==> src/rtl/mcu_int_pkg.sv <==
// ============================================================================
// mcu_int_pkg : shared FSM state, source codes and vector defaults for the
//               interrupt controller and dispatch stage.   Rev 1.0
// ============================================================================
`default_nettype none

package mcu_int_pkg;

   typedef enum logic [2:0] {
      ST_IDLE    = 3'd0,
      ST_SAVE    = 3'd1,
      ST_VECTOR  = 3'd2,
      ST_SERVICE = 3'd3,
      ST_RESTORE = 3'd4
   } disp_state_t;

   localparam logic [1:0]  SRC_INT0 = 2'b10;
   localparam logic [1:0]  SRC_INT1 = 2'b01;
   localparam logic [1:0]  SRC_NONE = 2'b00;

   localparam logic [15:0] VEC0_DEF = 16'h0003;
   localparam logic [15:0] VEC1_DEF = 16'h0013;

   // Ordering none < INT1 < INT0; the illegal code 11 ranks as INT0.
   function automatic logic [1:0] src_prio(input logic [1:0] src);
      logic [1:0] p;
      p = 2'd0;
      if (src[1])      p = 2'd2;
      else if (src[0]) p = 2'd1;
      return p;
   endfunction

endpackage

`default_nettype wire

==> src/rtl/int_ret_stack.sv <==
// ============================================================================
// int_ret_stack : small LIFO holding saved return PCs.   Rev 1.0
// ============================================================================
`default_nettype none

module int_ret_stack #(
   parameter int DEPTH = 2,
   parameter int WIDTH = 16
) (
   input  logic             clk,
   input  logic             rst_n,
   input  logic             push,
   input  logic             pop,
   input  logic [WIDTH-1:0] din,
   output logic [WIDTH-1:0] top,
   output logic             empty,
   output logic             full
);

   localparam int CW = $clog2(DEPTH + 1);
   localparam int IW = (DEPTH > 1) ? $clog2(DEPTH) : 1;

   logic [CW-1:0]    r_cnt;
   logic [WIDTH-1:0] r_mem [DEPTH];
   logic [CW-1:0]    w_top_idx;

   assign w_top_idx = r_cnt - CW'(1);
   assign empty     = (r_cnt == '0);
   assign full      = (r_cnt == CW'(DEPTH));
   assign top       = empty ? '0 : r_mem[w_top_idx[IW-1:0]];

   always_ff @(posedge clk) begin
      if (!rst_n) begin
         r_cnt <= '0;
      end else if (push && !full) begin
         r_mem[r_cnt[IW-1:0]] <= din;
         r_cnt                <= r_cnt + CW'(1);
      end else if (pop && !empty) begin
         r_cnt <= r_cnt - CW'(1);
      end
   end

endmodule

`default_nettype wire

==> src/rtl/int_dispatch.sv <==
// ============================================================================
// int_dispatch : CPU-side interrupt entry/return sequencer.   Rev 1.0
// Build option: INT_NEST_EN allows INT0 to preempt an INT1 handler.
// ============================================================================
`default_nettype none

module int_dispatch
   import mcu_int_pkg::*;
#(
   parameter int              PC_W = 16,
   parameter logic [PC_W-1:0] VEC0 = VEC0_DEF,
   parameter logic [PC_W-1:0] VEC1 = VEC1_DEF
) (
   input  logic            clk,
   input  logic            rst_n,
   input  logic [1:0]      int_req,
   input  logic            instr_done,
   input  logic            reti,
   input  logic [PC_W-1:0] pc_in,
   output logic            pc_load,
   output logic [PC_W-1:0] pc_out,
   output logic [1:0]      clr_en,
   output logic [1:0]      in_service,
   output logic            err
);

`ifdef INT_NEST_EN
   localparam int STACK_DEPTH = 2;
`else
   localparam int STACK_DEPTH = 1;
`endif

   disp_state_t     r_state, w_next;
   logic [1:0]      r_src;
   logic [PC_W-1:0] r_ret_pc;
   logic [1:0]      r_in_service;
   logic            r_err;

   logic [1:0]      w_src;
   logic [1:0]      w_level;
   logic            w_elig;
   logic            w_accept;
   logic [1:0]      w_is_after;
   logic            w_push, w_pop;
   logic [PC_W-1:0] w_top;
   logic            w_stk_empty, w_stk_full;

   assign w_src   = int_req[1] ? SRC_INT0 : (int_req[0] ? SRC_INT1 : SRC_NONE);
   assign w_level = r_in_service[1] ? SRC_INT0 : (r_in_service[0] ? SRC_INT1 : SRC_NONE);

`ifdef INT_NEST_EN
   assign w_elig = (w_src != SRC_NONE) && (src_prio(w_src) > src_prio(w_level));
`else
   assign w_elig = (w_src != SRC_NONE) && (r_in_service == 2'b00);
`endif

   assign w_accept   = ((r_state == ST_IDLE) || (r_state == ST_SERVICE)) &&
                       instr_done && !reti && w_elig;
   // Return always unwinds the highest-priority active handler first.
   assign w_is_after = r_in_service[1] ? (r_in_service & 2'b01) : 2'b00;

   assign in_service = r_in_service;
   assign err        = r_err;

   int_ret_stack #(
      .DEPTH (STACK_DEPTH),
      .WIDTH (PC_W)
   ) u_stack (
      .clk   (clk),
      .rst_n (rst_n),
      .push  (w_push),
      .pop   (w_pop),
      .din   (r_ret_pc),
      .top   (w_top),
      .empty (w_stk_empty),
      .full  (w_stk_full)
   );

   always_ff @(posedge clk) begin
      if (!rst_n) begin
         r_state      <= ST_IDLE;
         r_src        <= SRC_NONE;
         r_ret_pc     <= '0;
         r_in_service <= 2'b00;
         r_err        <= 1'b0;
      end else begin
         r_state <= w_next;
         if (w_accept) begin
            r_src    <= w_src;
            r_ret_pc <= pc_in;
         end
         if (r_state == ST_SAVE)
            r_in_service <= r_in_service | r_src;
         else if (r_state == ST_RESTORE)
            r_in_service <= w_is_after;
         if ((r_state == ST_IDLE) && reti)
            r_err <= 1'b1;
      end
   end

   always_comb begin
      w_next  = r_state;
      pc_load = 1'b0;
      pc_out  = '0;
      clr_en  = 2'b00;
      w_push  = 1'b0;
      w_pop   = 1'b0;
      case (r_state)
         ST_IDLE: begin
            if (w_accept) w_next = ST_SAVE;
         end
         ST_SERVICE: begin
            if (reti)          w_next = ST_RESTORE;
            else if (w_accept) w_next = ST_SAVE;
         end
         ST_SAVE: begin
            w_push = !w_stk_full;
            clr_en = r_src;
            w_next = ST_VECTOR;
         end
         ST_VECTOR: begin
            pc_load = 1'b1;
            pc_out  = (r_src == SRC_INT0) ? VEC0 : VEC1;
            w_next  = ST_SERVICE;
         end
         ST_RESTORE: begin
            w_pop   = !w_stk_empty;
            pc_load = 1'b1;
            pc_out  = w_top;
            w_next  = (w_is_after != 2'b00) ? ST_SERVICE : ST_IDLE;
         end
         default: w_next = ST_IDLE;
      endcase
   end

endmodule

`default_nettype wire

==> config.mk <==
export PLATFORM = sky130hd
export DESIGN_NAME = int_dispatch
export DESIGN_NICKNAME = d
export VERILOG_FILES = /design/src/rtl/mcu_int_pkg.sv /design/src/rtl/int_ret_stack.sv /design/src/rtl/int_dispatch.sv
export SDC_FILE = /design/constraint.sdc
export NUM_CORES = 1
export LEC_CHECK = 0
export BUFFER_PORTS_ARGS = -buffer_cell sky130_fd_sc_hd__buf_2
export CORE_MARGIN = 2
export CORE_UTILIZATION = 47
export DETAILED_ROUTE_END_ITERATION = 16
export GPL_ROUTABILITY_DRIVEN = 0
export GPL_TIMING_DRIVEN = 1
export PLACE_DENSITY_LB_ADDON = 0.05
export RECOVER_POWER = 25
export SLEW_MARGIN = 20
export SYNTH_ARGS = -nofsm -noshare
export SYNTH_HDL_FRONTEND = slang
export SYNTH_SLANG_ARGS = --single-unit
==> constraint.sdc <==
create_clock -name clk -period 2.95 [get_ports clk]
set_clock_uncertainty 0.15 [all_clocks]
set_input_delay 0.295 -clock clk [delete_from_list [all_inputs] [get_ports clk]]
set_output_delay 0.295 -clock clk [all_outputs]
set_load 0.01 [all_outputs]
==> run metrics, run 1 <==
top cells by count, synth=36 x nand2_1, 25 x dfxtp_1, 17 x mux2i_1, 16 x edfxtp_1, 14 x and2_1; DRC viols=0; kind of critical path=reg2out; Fill cells=323; Slowest cell on crit path=dfxtp_1; post-synthesis area per instance=10.43 um2; Synth Register Bits=41; fin crit share=0.7954; Layout Nets=232; Die H=65.05 um; worst stage delay on the critical path=630 ps; YS warnings=0; Post-CTS Hold Fix Bufs=0; Die ar.=4232 um2; setup bufs post-CTS=0; initial DRC count=68; syn_nets=190; RSZ-0062 raised after global routing=no; register area=980.9 um2; Mapped Cells=168; CP max FO=14; worst vdd ir=300.1 uV; Die X=65.05 um; global-route wire length before repair=5437 um; CP arrival=1900 ps; Synth Flop Type=dfxtp_1; Vias/cell=5.097; R2R setup slack=770 ps; Distinct cells, synth=35; PD cells=535.5 nW/um2; Total GRT Usage=0.1712; Setup crit end kind=primary output; # IOs=44; initial antenna violation count=0; total power=1.115 mW; GRT Residual Overflow=0; # H-tree levels=2; Multi-input gate area=703.2 um2; clock buffer count from CTS=5; Peak Freq=426.2 MHz; post-layout min period=2346 ps; later-pin clock latency in the skew report=290 ps; dpl hpwl=2292 um; EDFF count, synth=16; post-CTS sizing=0; area leader, netlist=dfxtp_1; Leak=0.9121 nW; Final Hold Violating Endpoints=0; num rows=22; Finished Layout Cells=259; post-route ant nets=0; PortBufs=43; path depth of the worst reg2reg path=4; Levels on crit path=3; worst hold path depth=3; clk buf depth=2; Syn-to-layout area delta=18.86%; DR vias=1320; number of diodes=0; Worst setup SP type=register; number of buffer and inverter stages on the critical path=1; number of max-cap violations=0; sum of negative setup slack=0 ps; Hold WC Path Type=in2reg; most frequent cell after synthesis=nand2_1; Worst Path Required=2510 ps; register area share after synthesis=0.5600; total routed wirelength=3310 um; top cell type's share of synthesized area=0.2857; cell family with most CP delay=flip-flops; Initial Util=0.4821; CTS tree=built; crit path cell chain=nor3b_1, a22o_1, buf_2; core region area=3633 um2; status=complete, no violations; post-route core utilization=0.5730; Slew Viols, Final=0; total placed cells including tap cells=251; DR WL/cell=12.78 um; worst-margin pin slew=683.3 ps; CTS clk-pin slew, worst paths=80 ps; ranking of synthesized cells by area=dfxtp_1 29%, edfxtp_1 27%, mux2i_1 9.7%; root buffer cell=clkbuf_8; DR pass1 iterations=4; Setup violations, final=0; largest net degree at the start of global routing=39; vias in the first global route=1191; FFs w/ async S/R, synth=0; relative slew slack=0.5435; Num Clock Sinks=41; layout cells sized above 1=0.2749; Syn Std Cell Area=1752 um2
==> final timing paths <==
| path | from | endpoint |
|---|---|---|
| worst min-delay path | pc_in[2] | r_ret_pc[2] |
| worst max register to register | r_state[2] | r_ret_pc[5] |
| worst max-delay path | r_state[1] | pc_out[4] |
| worst min register to register | r_ret_pc[9] | u_stack.r_mem[0][9] |
==> where the power goes <==
part	switching (mW)	internal, mW
Combinational	0.0634	0.0547
Clock	0.192	0.163
Sequential	0.0236	0.618
Total	0.279	0.835
==> cell families after synthesis <==
kind of cell / share of synthesized area
compound gates: 0.07928
flops: 0.5600
xor+xnor: 0.01000
simple gates: 0.2079
mux: 0.09714
buf+inv: 0.04571
==> worst reg2reg max path, cell delays in order (launching register included) <==
cell and delay, ps:
dfxtp_1 410, or4_4 550, nor3_4 480, buf_4 320, mux2i_1 220
==> layer usage <==
layer | share of wire | track usage | wire (um)
met1 | 0.42 | 0.2022 | 1401
met2 | 0.50 | 0.2835 | 1649
met3 | 0.064 | 0.06250 | 211
met4 | 0.014 | 0.06771 | 47
met5 | 0 | 0 | 0
==> placed cells by master (no fill, tap or decap), types with 2 or more instances in the layout <==
| cell | n |
|---|---|
| mux2i_1 | 17 |
| clkinv_2 | 2 |
| o21ai_0 | 7 |
| a211oi_1 | 2 |
| buf_4 | 3 |
| nand2_1 | 36 |
| nor2_1 | 6 |
| a21o_1 | 2 |
| buf_2 | 42 |
| nor3b_1 | 3 |
| dfxtp_1 | 25 |
| and2_1 | 14 |
| inv_1 | 4 |
| a21oi_1 | 5 |
| edfxtp_1 | 16 |
| clkbuf_8 | 5 |
==> per-stage QoR <==
| stage | hold WS [ps] | setup WS (ps) | cell area (um2) |
|---|---|---|---|
| floorplan | 258.1 | 74.97 | 1752 |
| CTS | 85.39 | 582.4 | 2083 |
| global placement | 263.7 | 837.3 | 1997 |
| finish | 91.52 | 603.6 | 2082 |
| detailed placement | 271.5 | 792.1 | 1997 |
| global route | 88.49 | 472.3 | 2082 |
==> state kept, by name (all words and copies together) (netlist names) <==
signal,flops
err,1
u_stack.r_mem,16
r_state,3
u_stack.full,1
r_ret_pc,16
r_src,2
in_service,2
==> cell type report <==
type / instances / area share
Multi-Input combinational cell: 112 / 0.3377
Timing Repair Buffer: 46 / 0.1136
Clock inverter: 3 / 0.008413
Sequential cell: 41 / 0.4712
Inverter: 4 / 0.007212
Tap cell: 48 / 0.02885
Clock buffer: 5 / 0.03305
Note: power is estimated with default switching activity, not from simulation.
==> run 2, diff against run 1 <==
==> constraint.sdc (replaced) <==
create_clock -name clk -period 1.9 [get_ports clk]
set_clock_uncertainty 0.15 [all_clocks]
set_input_delay 0.19 -clock clk [delete_from_list [all_inputs] [get_ports clk]]
set_output_delay 0.19 -clock clk [all_outputs]
set_load 0.01 [all_outputs]
==> run 2 against run 1 <==
Compared with the run above:
- critical path depth increased by 2
- register-to-register slack worse by 680 ps
- utilization is 7.6 points higher
- via count is 6.3% higher
- global-route usage rose by 0.62 points
- count of clock-buffer cells in the layout stayed put
- final area up 13%
- clock power grew 130%
- sequential share of layout area decreased by 5.4 points
- sequential power up 54%
- largest cell class unchanged
==> run metrics, run 2 (same netlist as run 1, synthesis figures left out) <==
Slew Viols, Final=0 (unchanged); total placed cells including tap cells=259 (+3.2%); # H-tree levels=2 (unchanged); Finished Layout Cells=279 (+7.7%); layout cells sized above 1=0.3030 (+0.02815); CP max FO=9 (-5); worst hold path depth=3 (unchanged); Setup violations, final=0 (unchanged); core region area=3633 um2 (unchanged); crit path cell chain=nor2_2, and3_4, buf_4, a22o_1, buf_2; global-route wire length before repair=5520 um (+1.5%); post-layout min period=1822 ps; CTS clk-pin slew, worst paths=80 ps (about the same); RSZ-0062 raised after global routing=no; CTS tree=built; Hold WC Path Type=in2reg; Fill cells=314 (-2.8%); fin worst setup slack=78.28 ps (-525.4 ps); dpl hpwl=2416 um (+5.4%); vias in the first global route=1227 (+3.0%); most frequent cells in the layout=42 x buf_2, 36 x nand2_1, 24 x dfxtp_1; CP arrival=1480 ps (-420 ps); num rows=22 (unchanged); worst vdd ir=514.5 uV (+71%); R2R setup slack=90 ps (-680 ps); Syn-to-layout area delta=34.57%; Num Clock Sinks=41 (unchanged); Vias/cell=5.029 (-1.3%); Hold Startpoint=pc_in[0]; Setup crit end kind=primary output; worst stage delay on the critical path=420 ps (-210 ps); sum of negative setup slack=0 ps (unchanged); Initial Util=0.4821 (unchanged); Peak Freq=548.9 MHz; # IOs=44 (unchanged); Worst setup SP type=register; Total GRT Usage=0.1775 (+0.006235); hold_ws=3.562 ps (-87.96 ps); post-route ant nets=0 (unchanged); PD cells=866.4 nW/um2 (+62%); hold path endpoint=r_ret_pc[0]; register area=982.2 um2 (+0.13%); DR pass1 iterations=5 (+1); Die H=65.05 um (unchanged); pre-CTS WS=106.8 ps (-685.3 ps); worst r2r dst=r_src[0]; initial DRC count=72 (+5.9%); PortBufs=43 (unchanged); Die ar.=4232 um2 (unchanged); root buffer cell=clkbuf_8; number of diodes=0 (unchanged); Multi-input gate area=724.4 um2 (+3.0%); path depth of the worst reg2reg path=3 (-1); relative slew slack=0.7520 (+0.2085); GRT Residual Overflow=0 (unchanged); clock buffer count from CTS=5 (unchanged); Worst Path Required=1560 ps (-950 ps); later-pin clock latency in the skew report=290 ps (about the same); setup bufs post-CTS=0 (unchanged); total routed wirelength=3526 um (+6.5%); Die X=65.05 um (unchanged); largest net degree at the start of global routing=38 (-2.6%); initial antenna violation count=0 (unchanged); Leak=1.039 nW (+14%); status=complete, no violations; Slowest cell on crit path=dfxtp_2; commonest non-fill, non-tap cell in the layout=buf_2; clk buf depth=2 (unchanged); Layout Nets=252 (+8.6%); worst-margin pin slew=369.5 ps (-313.7 ps); DRC viols=0 (unchanged); kind of critical path=reg2out; fin crit share=0.9588; DR WL/cell=12.64 um (-1.1%); number of max-cap violations=0 (unchanged); Final Hold Violating Endpoints=0 (unchanged); reg2reg start=in_service[0]; DR vias=1403 (+6.3%)
## run 2: cell types whose count changed in the layout (fill, tap and decap cells not counted), moves of 2 or more
cell and change:
buf_12 +2, buf_4 +6, bufinv_16 +2, dlygate4sd3_1 +12
## run 2: routing by layer
metal	track usage	share of wire
met5	0	0
met4	0.07031	0.014
met3	0.06250	0.061
met2	0.2951	0.52
met1	0.2099	0.41
## run 2: layout make-up
cell class                      count  share of cell area
Sequential cell                    41              0.4167
Clock inverter                      3             0.02760
Clock buffer                        5             0.02919
Inverter                            4            0.006369
Tap cell                           48             0.02548
Multi-Input combinational cell    112              0.3073
Timing Repair Buffer               66              0.1874
## run 2: stage by stage
stage	cell area, um2	total power, mW	utilization
final	2357	2.042	0.6488
after CTS	2346	2.052	0.6457
after global routing	2357	2.123	0.6488
after detailed placement	2091	1.224	0.5754
after global placement	2091	1.214	0.5754
after floorplan	1767	1.143	-
## run 2: report_power, final
| part | switching, mW | leakage [nW] | internal, mW |
|---|---|---|---|
| clock | 0.295 | 0.0681 | 0.522 |
| sequential | 0.0270 | 0.355 | 0.959 |
| combinational | 0.120 | 0.617 | 0.119 |
## run 2: worst max path at each step
stage                  startpoint                  end  slack, ps  depth (start not counted)
finish                 r_state[0]            pc_out[4]         80                          5
global route           r_state[0]            pc_out[4]        0.7                          5
CTS                    r_state[0]            pc_out[4]         20                          5
detailed placement  in_service[0]             r_src[0]        110                          3
global placement    in_service[0]             r_src[0]        140                          3
floorplan              r_state[0]  u_stack.r_mem[0][0]         30                          3
## run 2: timing repair
item,CTS,global route
hold buffers,12,0
setup endpoints to repair,16,13
resized for setup,1,3
hold endpoints to repair,12,0
## run 2: worst max-delay path: cells and delay by family, from the launching register on
family | cells | cell delay (ps)
AND/OR/NAND/NOR | 2 | 270
buffers and inverters | 2 | 270
AO/OA/AOI/OAI | 1 | 220
flip-flops | 1 | 420
